**src/rtl/uart_rx_uint32_bcd.sv**
```systemverilog
// 8N1 UART receiver (4x oversampled) feeding a decimal line parser that
// packs up to eight ASCII digits into BCD and reports it on CR/LF.
module uart_rx_uint32_bcd (
  input  logic        clk,
  input  logic        reset,
  input  logic        baud_x4,
  input  logic        serial_rx,
  output logic [31:0] data,
  output logic        data_strobe,
  output logic        overflow,
  output logic        err_strobe
);

  localparam logic [2:0] ST_IDLE      = 3'd0;
  localparam logic [2:0] ST_START     = 3'd1;
  localparam logic [2:0] ST_DATA      = 3'd2;
  localparam logic [2:0] ST_STOP      = 3'd3;
  localparam logic [2:0] ST_WAIT_IDLE = 3'd4;

  logic        sync1_reg;
  logic        sync2_reg;
  logic [2:0]  state_reg;
  logic [1:0]  tick_cnt_reg;
  logic [2:0]  bit_cnt_reg;
  logic [7:0]  shift_reg;
  logic [7:0]  byte_reg;
  logic        byte_strobe_reg;
  logic        frame_err_reg;

  logic [31:0] acc_reg;
  logic [3:0]  count_reg;
  logic [31:0] data_reg;
  logic        overflow_reg;
  logic        data_strobe_reg;
  logic        err_strobe_reg;

  logic        rx;
  logic        is_digit;
  logic        is_term;

  assign rx = sync2_reg;

  // Synchronizer flops rest high so a reset never looks like a start bit.
  always_ff @(posedge clk) begin
    if (reset) begin
      sync1_reg <= 1'b1;
      sync2_reg <= 1'b1;
    end else begin
      sync1_reg <= serial_rx;
      sync2_reg <= sync1_reg;
    end
  end

  always_ff @(posedge clk) begin
    if (reset) begin
      state_reg       <= ST_IDLE;
      tick_cnt_reg    <= 2'd0;
      bit_cnt_reg     <= 3'd0;
      shift_reg       <= 8'h00;
      byte_reg        <= 8'h00;
      byte_strobe_reg <= 1'b0;
      frame_err_reg   <= 1'b0;
    end else begin
      byte_strobe_reg <= 1'b0;
      frame_err_reg   <= 1'b0;
      if (baud_x4) begin
        case (state_reg)
          ST_IDLE: begin
            tick_cnt_reg <= 2'd0;
            if (!rx) state_reg <= ST_START;
          end
          ST_START: begin
            // Second tick after entry lands in the middle of the start bit.
            if (tick_cnt_reg == 2'd1) begin
              tick_cnt_reg <= 2'd0;
              bit_cnt_reg  <= 3'd0;
              state_reg    <= rx ? ST_IDLE : ST_DATA;
            end else begin
              tick_cnt_reg <= tick_cnt_reg + 2'd1;
            end
          end
          ST_DATA: begin
            tick_cnt_reg <= tick_cnt_reg + 2'd1;
            if (tick_cnt_reg == 2'd3) begin
              shift_reg   <= {rx, shift_reg[7:1]};
              bit_cnt_reg <= bit_cnt_reg + 3'd1;
              if (bit_cnt_reg == 3'd7) state_reg <= ST_STOP;
            end
          end
          ST_STOP: begin
            tick_cnt_reg <= tick_cnt_reg + 2'd1;
            if (tick_cnt_reg == 2'd3) begin
              if (rx) begin
                byte_reg        <= shift_reg;
                byte_strobe_reg <= 1'b1;
                state_reg       <= ST_IDLE;
              end else begin
                frame_err_reg <= 1'b1;
                state_reg     <= ST_WAIT_IDLE;
              end
            end
          end
          ST_WAIT_IDLE: begin
            if (rx) state_reg <= ST_IDLE;
          end
          default: state_reg <= ST_IDLE;
        endcase
      end
    end
  end

  assign is_digit = (byte_reg >= 8'h30) && (byte_reg <= 8'h39);
  assign is_term  = (byte_reg == 8'h0D) || (byte_reg == 8'h0A);

  always_ff @(posedge clk) begin
    if (reset) begin
      acc_reg         <= 32'h0;
      count_reg       <= 4'd0;
      data_reg        <= 32'h0;
      overflow_reg    <= 1'b0;
      data_strobe_reg <= 1'b0;
      err_strobe_reg  <= 1'b0;
    end else begin
      data_strobe_reg <= 1'b0;
      err_strobe_reg  <= 1'b0;
      if (frame_err_reg) begin
        acc_reg        <= 32'h0;
        count_reg      <= 4'd0;
        err_strobe_reg <= 1'b1;
      end else if (byte_strobe_reg) begin
        if (is_digit) begin
          acc_reg <= {acc_reg[27:0], byte_reg[3:0]};
          if (count_reg != 4'd9) count_reg <= count_reg + 4'd1;
        end else if (is_term) begin
          // Empty lines (e.g. the LF of a CRLF pair) are silently dropped.
          if (count_reg != 4'd0) begin
            data_reg        <= acc_reg;
            overflow_reg    <= (count_reg > 4'd8);
            data_strobe_reg <= 1'b1;
            acc_reg         <= 32'h0;
            count_reg       <= 4'd0;
          end
        end else begin
          acc_reg        <= 32'h0;
          count_reg      <= 4'd0;
          err_strobe_reg <= 1'b1;
        end
      end
    end
  end

  assign data        = data_reg;
  assign overflow    = overflow_reg;
  assign data_strobe = data_strobe_reg;
  assign err_strobe  = err_strobe_reg;

endmodule

```
**config.mk**
```make
export PLATFORM = sky130hd
export DESIGN_NAME = uart_rx_uint32_bcd
export DESIGN_NICKNAME = d
export VERILOG_FILES = /design/src/rtl/uart_rx_uint32_bcd.sv
export SDC_FILE = /design/constraint.sdc
export NUM_CORES = 1
export LEC_CHECK = 0
export CAP_MARGIN = 20
export CORE_MARGIN = 4
export CORE_UTILIZATION = 59
export CTS_BUF_LIST = sky130_fd_sc_hd__clkbuf_8
export DETAILED_ROUTE_END_ITERATION = 7
export GPL_ROUTABILITY_DRIVEN = 1
export PLACE_DENSITY = 0.92
export SLEW_MARGIN = 15
export SYNTH_ARGS = -nofsm -noshare
export SYNTH_HDL_FRONTEND = slang
export SYNTH_SLANG_ARGS = --single-unit
```
**constraint.sdc**
```tcl
create_clock -name clk -period 2.37 [get_ports clk]
set_clock_uncertainty 0.15 [all_clocks]
set_input_delay 0.5925 -clock clk [delete_from_list [all_inputs] [get_ports clk]]
set_output_delay 0.5925 -clock clk [all_outputs]
set_load 0.02 [all_outputs]
```
======== Yosys cells after proc, flatten, opt, wreduce, memory -nomap -nowiden ========
Cells that the tools add are included.
word-level totals
  output and inout bits ................... 35
  input port bits ......................... 4
  logic and storage cells ................. 92
  register bits ........................... 99
cells by class
  add/sub/neg operators ................... 3
  $lt $le $gt $ge ......................... 3
  bitwise operators ....................... 7
  muxes and demuxes ....................... 28
  reduce and logical (&&, ||, !) cells .... 18
  eq/ne operators ......................... 18
operators by type and width
  kind                   count
  $mux W32               3
  $mux W3                9
  $eq A8 B4 Y1 const B   2
  $mux W4                4
  $pmux W3 S5            1
  $ne A2 B2 Y1 const B   6
  $ge A8 B6 Y1 const B   1
  $le A8 B6 Y1 const B   1
  $reduce_and A4 Y1      2
  $mux W1                7
  $not A1 Y1             7
  $reduce_and A7 Y1      1
  $eq A3 B2 Y1 const B   2
  $eq A3 B3 Y1 const B   2
  $pmux W2 S3            1
  $pmux W3 S2            1
  $reduce_and A3 Y1      2
  $reduce_and A5 Y1      1
  $reduce_or A5 Y1       1
  $add A4 B1 Y4 const B  1
  $gt A4 B4 Y1 const B   1
  $mux W2                2
  $ne A4 B4 Y1 const B   1
  $reduce_and A2 Y1      2
  other kinds (15)       16

======== Longest topological paths before layout ========
Gate-level depths: netlist of the first run.
  word-level depth ........................ 6
  depth in mapped cells ................... 8
  gate-level depth less buffers ........... 6

======== Worst setup path before layout of the first run ========
Ideal clock, no wire load.
  path kind ............................... register -> register
  start ................................... register count_reg[0]
  end ..................................... register acc_reg[25]
  buffers on the path ..................... 2
  cell stages (with the launch flop) ...... 9
  arrival time ............................ 1.801 ns
  setup slack ............................. 0.287 ns
  clock period less this slack ............ 2.083 ns
  data required time ...................... 2.088 ns
  setup time .............................. 0.132 ns
  cells stage by stage .................... dfxtp_1 > inv_1 > ha_1 > or3b_1 > a2111o_1 > clkbuf_1 > buf_2 > nand4_1 > a21oi_1
between the ends
  word-level cells in the longest chain between the ends .. 3
RTL lines
  item                         RTL line  RTL
  start: declaration           31        logic [3:0] count_reg;
  start signal: assignment     133       if (count_reg != 4'd9) count_reg <= count_reg + 4'd1;
  $reduce_bool A4 Y1           136       if (count_reg != 4'd0) begin
  $ne A3 B2 Y1 (no line)       n/a
  $reduce_and A2 Y1 (no line)  n/a
  end signal: assignment       132       acc_reg <= {acc_reg[27:0], byte_reg[3:0]};
  end: declaration             30        logic [31:0] acc_reg;
Every way passes these cells.
A chain may end at the register's enable or synchronous reset.

======== Worst setup path in the final report of the first run ========
  start ................................... register count_reg[0]
  end ..................................... register acc_reg[16]
Same word-level chain as after synthesis.

==> results of run 1 <==
## cell usage after synthesis (all sizes together), types with 3 or more instances
cell type | n | share of area (%)
dfxtp | 99 | 48
mux2i | 8 | 2.0
buf | 10 | 1.6
nand2b | 6 | 0.92
clkbuf | 35 | 3.2
or2 | 3 | 0.46
nor3 | 7 | 0.85
a21oi | 84 | 10
nand4 | 37 | 5.6
ha | 8 | 2.4
inv | 7 | 0.64
nand2 | 9 | 0.82
nand3 | 35 | 4.3
o21ai | 76 | 9.3
nand3b | 5 | 0.92
nor2 | 13 | 1.2
## metal layers
metal	wire length [µm]	up-vias	track usage [%]
met3	612	23	3.56
met1	4030	1714	29.0
li1	-	1777	-
met5	0	-	0
met4	169	0	9.30
met2	4820	180	40.0
## per-stage QoR
stage	std cells	utilization, %	setup WS (ns)	power, mW	instance area, µm²
2_1_floorplan	475	-	0.287	1.75	4100
3_3_place_gp	567	67.0	0.185	1.76	4530
3_5_place_dp	567	67.0	0.0948	1.76	4530
4_1_cts	583	69.6	0.0714	2.72	4700
5_1_grt	585	69.9	0.00141	2.78	4720
6_report	585	69.9	0.0934	2.72	4720
## repair_timing
item / 4_1_cts / 5_1_grt
gates resized for setup: 0 / 2
endpoints found under the setup margin: 0 / 22
setup buffers: 0 / 2
## how the worst max path moves through the flow
stage	startpoint	to	cells past startpoint
6_report	count_reg[0]	acc_reg[16]	7
5_1_grt	count_reg[1]	acc_reg[5]	7
4_1_cts	count_reg[0]	acc_reg[16]	7
3_5_place_dp	count_reg[0]	acc_reg[16]	7
3_3_place_gp	count_reg[0]	acc_reg[14]	7
2_1_floorplan	count_reg[0]	acc_reg[25]	8
## cells by family (layout without fill, tap and decap cells)
| logic type | after synthesis | after routing | share of synthesized area (%) |
|---|---|---|---|
| AO/OA/AOI/OAI | 174 | 174 | 22.9 |
| XOR/XNOR | 1 | 1 | 0.214 |
| adder cells (fa/ha/maj) | 8 | 8 | 2.44 |
| buffers and inverters | 53 | 83 | 5.59 |
| flip-flops | 99 | 99 | 48.4 |
| multiplexers | 10 | 10 | 2.50 |
| AND/OR/NAND/NOR | 130 | 130 | 18.0 |
## layout make-up
cell class	instances	area [µm²]
clock buffer	9	124
sequential	99	1980
timing repair buffer	59	537
fill	506	2030
clock inverter	7	51.3
inverter	8	30.0
tap	80	100
multi-input combinational	323	1900
## power by group through the flow
stage                     Sequential, mW  Clock (mW)  Combinational, mW
after CTS                           1.67       0.997             0.0518
after detailed placement            1.71           0             0.0516
after global routing                1.67        1.05             0.0575
after floorplan                     1.71           0             0.0416
after global placement              1.71           0             0.0485
final                               1.67       0.990             0.0521
## placed cells by master, fill, tap and decap left out, types with 8 or more instances in the layout
master / instances
dfxtp_1: 99
a21oi_1: 84
o21ai_0: 46
nand4_1: 37
clkdlybuf4s50_1: 37
nand3_1: 35
o21ai_1: 30
buf_4: 20
nor2_1: 12
nand2_1: 9
clkbuf_8: 9
mux2i_1: 8
ha_1: 8
## worst max-delay path, stage by stage (launching register included)
cell and delay [ns]:
dfxtp_1 0.36, inv_1 0.09, ha_1 0.17, or3b_4 0.41, a2111o_1 0.52, buf_6 0.22, nand4_1 0.12, a21oi_1 0.08
==> impl_results.md, run 1 <==
* Worst R2R Start: count_reg[0]
* Antenna cells at 0
* CP required at 2.44 ns
* Avg Inst Size Synth at 8.63 µm²
* Crit start category: flip-flop
* Post-DP HPWL at between 6000 and 7000 µm
* Mapped Area at between 4000 and 5000 µm²
* DRT iter0 DRCs at 401
* # rows at 30
* Setup TNS at 0 ns
* Internal power at 2.07 mW
* H-tree depth at 3
* CTS Buf Count at 9
* Final Net Count at 512
* Kind of end point of the critical path: flip-flop
* CTS clk-pin slew, worst paths at 0.09 ns
* Ys flop type: dfxtp_1
* Gr usage total at a little under a quarter
* Root Buffer Master: clkbuf_8
* Worst Hold End: rx
* Final WL at 9620 µm
* Max-slew violations at 0
* Clock Power Share at 36.5%
* EDFF count, synth at 0
* CP Max Fanout at 24
* R2R cell count at 7
* Buffer depth of the longest clock path at 2
* Cell variety after synth at between 40 and 50
* Chip Width at 91.3 µm
* PwrDens at 575 nW/µm²
* Vias at 3,694
* CTS Sinks at approximately 100
* Syn Inst Count at 475
* GRT overflow at 0
* Status: finished, final reports clean
* First-pass GRT wire length at about 16,000 µm
* Finish-stage setup viols at 0
* Reg power frac at 61.6%
* Initial antenna violation count at 0
* Net Switching at approximately 0.64 mW
* Reg2reg setup slack at 0.09 ns
* CP Data Arrival Time at 2.35 ns
* Asr flop ratio synth at 0%
* Fmax at 0.439 GHz
* Fin. Hold Viols at 0
* Hold Crit Class: flip-flop to flip-flop
* Layout cells sized above 1 at approximately a tenth
* CTS tree: built
* Synth Register Bits at 99
* Die Span Y at about 90 µm
* Hold depth at 1
* Fin crit period at around 2.3 ns
* Worst setup path class: flip-flop to flip-flop
* Wire per inst at 16.4 µm
* Hold_sp: sync1_reg
* RD Place Congestion at 0.851
* CTS Hold Bufs at 0
* Antenna viol nets, final at 0
* Die area at 8340 µm²
* Syn_nets at a little under 500
* Leak Pwr at 1.48 nW
* RSZ-0062 raised after global routing: no
* Vias in the first global route at 3,431
* DRC violations left at 0
* Core area at 6760 µm²
* Sequential fraction of the synthesis area at 48.4%
* Worst r2r dst: acc_reg[16]
* Drt via density at 6.31
* Max-Cap Viols at 0
* Clk Latency, worst-skew pair at 0.37 ns
* Switch share at 23.7%
* Area Overhead vs Synth at 15.3%
* Port Buf Inserts at 38
* WHS at 0.282 ns
* Max_slew headroom at 54.6%
* Largest net degree at the start of global routing at 56
* VDD IR max at 0.454 mV
* 1st-pass router iterations at 5
* Combinational share of power at 1.9%
* Crit share post-route at 96.1%
* Synth warn at 0
* Starting Density at 60.6%
* Num ports at 39
* Worst-margin pin slew at just under 0.7 ns
(Power assumes the default switching activity.)
==> run 2, diff against run 1 <==
--- a/config.mk
+++ b/config.mk
@@ -12,6 +12,7 @@
 export DETAILED_ROUTE_END_ITERATION = 7
 export GPL_ROUTABILITY_DRIVEN = 1
 export PLACE_DENSITY = 0.92
+export REMOVE_ABC_BUFFERS = 1
 export SLEW_MARGIN = 15
 export SYNTH_ARGS = -nofsm -noshare
 export SYNTH_HDL_FRONTEND = slang
==> run 2 against run 1 <==
Against the previous run: total power grew 13%; die area stayed put; critical endpoint is now acc_reg[22]; combinational power is 3% higher.
==> impl_results.md, run 2 (synthesized netlist as in run 1, its figures left out) <==
* Reg power frac at 54.4% (was 61.6%)
* Status: finished, final reports clean (unchanged)
* VDD IR max at 0.379 mV (was 0.454 mV)
* Clk Latency, worst-skew pair at 0.37 ns (about the same)
* Die Span Y at 91.3 µm (unchanged)
* Sequential Area at 1980 µm² (unchanged)
* Crit start category: flip-flop (unchanged)
* Antenna viol nets, final at 0 (unchanged)
* Clock Power Share at 43.9% (was 36.5%)
* Num ports at 39 (unchanged)
* RSZ-0062 raised after global routing: no (unchanged)
* RD Place Congestion at 0.847 (was 0.851)
* CP required at 2.45 ns (was 2.44 ns)
* Final WL at 8920 µm (was 9620 µm)
* Reg2reg setup slack at 0.16 ns (was 0.09 ns)
* First-pass GRT wire length at 15,300 µm (was 15,900 µm)
* Port Buf Inserts at 38 (unchanged)
* Vias at 3,587 (was 3,694)
* Core area at 6760 µm² (unchanged)
* Crit share post-route at 93.1% (was 96.1%)
* CTS resizes at 0 (unchanged)
* Max_slew headroom at 55.7% (was 54.6%)
* CTS tree: built (unchanged)
* CTS Buf Count at 9 (unchanged)
* DRT iter0 DRCs at 289 (was 401)
* Wire per inst at 15.4 µm (was 16.4 µm)
* Switch share at 21.0% (was 23.7%)
* Cells after DPL at 564 (was 567)
* CP Data Arrival Time at 2.28 ns (was 2.35 ns)
* CP Max Fanout at 27 (was 24)
* Setup TNS at 0 ns (unchanged)
* CTS clk-pin slew, worst paths at 0.09 ns (about the same)
* H-tree depth at 3 (unchanged)
* Met2 Resource Use GR at 37.0% (was 40.0%)
* PwrDens at 641 nW/µm² (was 575 nW/µm²)
* Fin crit period at 2.21 ns (was 2.28 ns)
* Die area at 8340 µm² (unchanged)
* Antenna cells at 0 (unchanged)
* Max-slew violations at 0 (unchanged)
* GRT overflow at 0 (unchanged)
* Net Switching at 0.646 mW (was 0.645 mW)
* Largest net degree at the start of global routing at 65 (was 56)
* Hold Crit Class: flip-flop to flip-flop (unchanged)
* CTS Hold Bufs at 0 (unchanged)
* Fillers at 477 (was 506)
* Drt via density at 6.18 (was 6.31)
* Commonest non-fill, non-tap cell in the layout: dfxtp_1 (unchanged)
* DRC violations left at 0 (unchanged)
* Buffer depth of the longest clock path at 2 (unchanged)
* Area Overhead vs Synth at 17.1% (was 15.3%)
* Kind of end point of the critical path: flip-flop (unchanged)
* Gr usage total at 22.3% (was 23.2%)
* Met1 Usage GRT at 27.4% (was 29.0%)
* Most frequent cells in the layout: 99 x dfxtp_1, 84 x a21oi_1, 46 x o21ai_0 (unchanged)
* Leak Pwr at 1.51 nW (was 1.48 nW)
* CTS Sinks at 99 (unchanged)
* Layout cells sized above 1 at 8.40% (was 9.50%)
* Fmax at 0.453 GHz (was 0.439 GHz)
* Worst setup path class: flip-flop to flip-flop (unchanged)
* Setup Buffers After CTS at 0 (unchanged)
* Vias in the first global route at 3,372 (was 3,431)
* Starting Density at 60.6% (unchanged)
* Finish-stage setup viols at 0 (unchanged)
* Chip Width at 91.3 µm (unchanged)
* Fin. Hold Viols at 0 (unchanged)
* Most used routing layer: met2 (unchanged)
* Combinational share of power at 1.7% (was 1.9%)
* Post-DP HPWL at 5660 µm (was 6320 µm)
* Root Buffer Master: clkbuf_8 (unchanged)
* 1st-pass router iterations at 4 (was 5)
* Final Net Count at 507 (was 512)
* # rows at 30 (unchanged)
* Post-route cell area at 4800 µm² (was 4720 µm²)
* Post-route insts no fill at 580 (was 585)
* Max-Cap Viols at 0 (unchanged)
* Worst-margin pin slew at 0.665 ns (was 0.681 ns)
* DP Area at 4540 µm² (was 4530 µm²)
* Internal power at 2.43 mW (was 2.07 mW)
* M3 GR Usage at 4.47% (was 3.56%)
* Initial antenna violation count at 1 (was 0)
* Multi-input gate area at 1900 µm² (about the same)
-- run 2: metal layers --
layer / wire [µm] / vias to the layer above
met5: 7 / -
met4: 165 / 2
met3: 396 / 22
met2: 4500 / 91
met1: 3860 / 1697
li1: - / 1775
-- run 2: area by class of cell --
cell class | count | share of cell area, %
Sequential cell | 99 | 41.3
Multi-Input combinational cell | 323 | 39.5
Clock buffer | 10 | 2.87
Timing Repair Buffer | 54 | 11.1
Clock inverter | 6 | 2.48
Inverter | 8 | 0.626
Tap cell | 80 | 2.09
-- run 2: path summary, 6_finish.rpt --
check,endpoint,depth (start not counted),from
min reg2reg,rx,1,sync1_reg
min,rx,1,sync1_reg
max reg2reg,acc_reg[22],7,count_reg[0]
max,acc_reg[22],7,count_reg[0]
-- run 2: power by group through the flow --
stage | logic (mW) | clock network, mW | registers (mW)
floorplan | 0.0231 | 0 | 1.71
global placement | 0.0521 | 0 | 1.71
detailed placement | 0.0536 | 0 | 1.71
CTS | 0.0538 | 1.37 | 1.67
global route | 0.0604 | 1.44 | 1.67
finish | 0.0535 | 1.35 | 1.67
-- run 2: worst max-delay path: stages, from the launching register on --
cell and delay [ns]:
dfxtp_1 0.36, inv_1 0.09, ha_1 0.16, or3b_1 0.43
a2111o_1 0.39, buf_4 0.24, nand4_1 0.15, a21oi_1 0.09
-- run 2: metrics by stage --
stage	utilization [%]	total power, mW	hold WS [ns]	setup slack (ns)
5_1_grt	71.0	3.18	0.292	0.0611
6_report	71.0	3.07	0.269	0.163
3_3_place_gp	67.2	1.76	0.241	0.278
4_1_cts	71.0	3.10	0.270	0.177
3_5_place_dp	67.2	1.76	0.247	0.188
2_1_floorplan	-	1.73	0.239	-0.231
==> run 3, diff against run 2 <==
--- a/config.mk
+++ b/config.mk
@@ -9,6 +9,7 @@
 export CORE_MARGIN = 4
 export CORE_UTILIZATION = 59
 export CTS_BUF_LIST = sky130_fd_sc_hd__clkbuf_8
+export CTS_CLUSTER_DIAMETER = 80
 export DETAILED_ROUTE_END_ITERATION = 7
 export GPL_ROUTABILITY_DRIVEN = 1
 export PLACE_DENSITY = 0.92
==> results of run 3 <==
The final DEF is identical to that of run 2; final timing and power are the same.
==> patch (settings of run 1) <==
Put one more register stage on the output `data`, cleared by the reset. The value now appears one clock later. The other outputs are not delayed to match.
--- a/src/rtl/uart_rx_uint32_bcd.sv
+++ b/src/rtl/uart_rx_uint32_bcd.sv
@@ -149,7 +149,13 @@
     end
   end
 
-  assign data        = data_reg;
+  always_ff @(posedge clk) begin
+    if (reset) begin
+      data <= '0;
+    end else begin
+      data <= data_reg;
+    end
+  end
   assign overflow    = overflow_reg;
   assign data_strobe = data_strobe_reg;
   assign err_strobe  = err_strobe_reg;
Function: no difference found for any inputs over 4 cycles, from zero or initial values and one cycle with reset high; that may be too few to reach the edited logic, so the function may still have changed.
==> patch against run 1 <==
Sequential cell count increased by 32. Worst setup slack improved by 0.12 ns. Total power increased by 67%. Die area increased by 21%. Largest cell class unchanged. Highest routed layer unchanged. Final area increased by 26%. Maximum frequency increased by 5.7%. Global-route usage decreased by 0.17 points. Area after synthesis increased by 23%. Sequential power increased by 32%. Critical path depth decreased by 3. Wire length increased by 16%.
==> patch: results (changes against run 1) <==
INFO  metric run_status = finished clean (unchanged)
INFO  metric ir_drop = 0.478 mV (was 0.454 mV)
INFO  metric instances_no_fill = 690 (was 585)
INFO  metric vias_in_the_first_global_route = 3923 (was 3431)
INFO  metric grt_usage = 0.230 (was 0.232)
INFO  metric timing.hold.worst.start = sync1_reg$_SDFF_PP1_ (unchanged)
INFO  metric cts-root-buf = sky130_fd_sc_hd__clkbuf_8 (unchanged)
INFO  metric holdWs = 0.275 ns (was 0.282 ns)
INFO  metric r2r.worst_path.cells = 4 (was 7)
INFO  metric seq_area_frac_synth = 0.521 (was 0.484)
INFO  metric postLayoutSetupSlackWorst = 0.215 ns (was 0.0934 ns)
INFO  metric grt_first_pass_wirelength = 18.5 mm (was 15.9 mm)
INFO  metric grt_start_max_net_pins = 85 (was 56)
INFO  metric tightestPinTransition = 0.575 ns (was 0.681 ns)
INFO  metric gp_congestion = 0.811 (was 0.851)
INFO  metric critical_path.max_stage_delay = 0.71 ns (was 0.52 ns)
INFO  metric worst_setup_startpoint = byte_reg[2]$_SDFFE_PP0P_ (was count_reg[0]$_SDFFE_PP0P_)
INFO  metric cp-endpoint = data_reg[0]$_SDFFE_PP0P_ (was acc_reg[16]$_SDFFE_PP0P_)
INFO  metric whs_endpoint = rx$_SDFF_PP1_ (unchanged)
INFO  metric synth_cells = 546 (was 475)
INFO  metric static-leakage-power = 0.00198 uW (was 0.00148 uW)
INFO  metric critical_path.slowest_cell = sky130_fd_sc_hd__or4b_4 (was sky130_fd_sc_hd__a2111o_1)
INFO  metric drt_wl_total = 11.2 mm (was 9.62 mm)
INFO  metric design.final.nets = 584 (was 512)
INFO  metric place.detailed.hpwl = 6.81 mm (was 6.32 mm)
INFO  metric synth.top_cells.by_count = sky130_fd_sc_hd__dfxtp_1, sky130_fd_sc_hd__o21ai_0, sky130_fd_sc_hd__a21oi_1 (was sky130_fd_sc_hd__dfxtp_1, sky130_fd_sc_hd__a21oi_1, sky130_fd_sc_hd__o21ai_0)
INFO  metric post_dp_cell_area = 5470 um2 (was 4530 um2)
INFO  metric dp_slack = 0.176 ns (was 0.0948 ns)
INFO  metric placed_cells = 658 (was 567)
INFO  metric synth_unique_cells = 49 (was 44)
INFO  metric via_per_inst = 6.05 (was 6.31)
INFO  metric cts_inserted_buffers = 17 (was 9)
INFO  metric p_int = 3560 uW (was 2070 uW)
INFO  metric layout-drive-gt1-share = 0.103 (was 0.0950)
INFO  metric detailedRoute.firstIterationViolations = 407 (was 401)
[patch: cell count changes after synthesis, moves of 4 or more]
cell                              run 1  this run
sky130_fd_sc_hd__a21oi_1             84        52
sky130_fd_sc_hd__buf_2                6         2
sky130_fd_sc_hd__clkbuf_1            35        39
sky130_fd_sc_hd__dfxtp_1             99       131
sky130_fd_sc_hd__nand2_1              9        13
sky130_fd_sc_hd__nand2b_1             6        38
sky130_fd_sc_hd__nand3_1             35         3
sky130_fd_sc_hd__nand4_1             37        32
sky130_fd_sc_hd__nor2_1              13        17
sky130_fd_sc_hd__nor2b_1              2        33
sky130_fd_sc_hd__o21ai_0             46        80
[patch: what timing repair did]
action,in CTS,in global routing
setup endpoints to repair,0,16
endpoints found under the hold margin,0,0
gates resized for setup,0,1
[patch: power groups by stage]
stage | logic (uW) | registers (uW) | clock network (uW)
4_1_cts | 73.7 | 2210 | 2270
3_5_place_dp | 73.6 | 2260 | 0
6_report | 74.2 | 2210 | 2240
2_1_floorplan | 57.0 | 2260 | 0
3_3_place_gp | 69.5 | 2260 | 0
5_1_grt | 80.4 | 2210 | 2370
[patch: per-layer routing]
layer,part of all wire,vias to the layer above,track usage
li1,-,1985,-
met1,0.39,1987,0.264
met2,0.52,159,0.406
met3,0.054,42,0.0577
met4,0.029,0,0.101
met5,0,-,0
[patch: area by class of cell]
class,instances,area [um2]
flip-flops and latches,131,2620
fillers,603,2300
multi-input cells,361,2190
repair buffers,52,493
clock buffers,19,262
clock inverters,13,220
well taps,105,131
inverters,9,33.8
[patch: logic make-up after synthesis]
family | synth area share
simple gates | 0.197
fa+ha+maj | 0.0199
compound gates | 0.195
mux | 0.0221
buf+inv | 0.0452
flops | 0.521
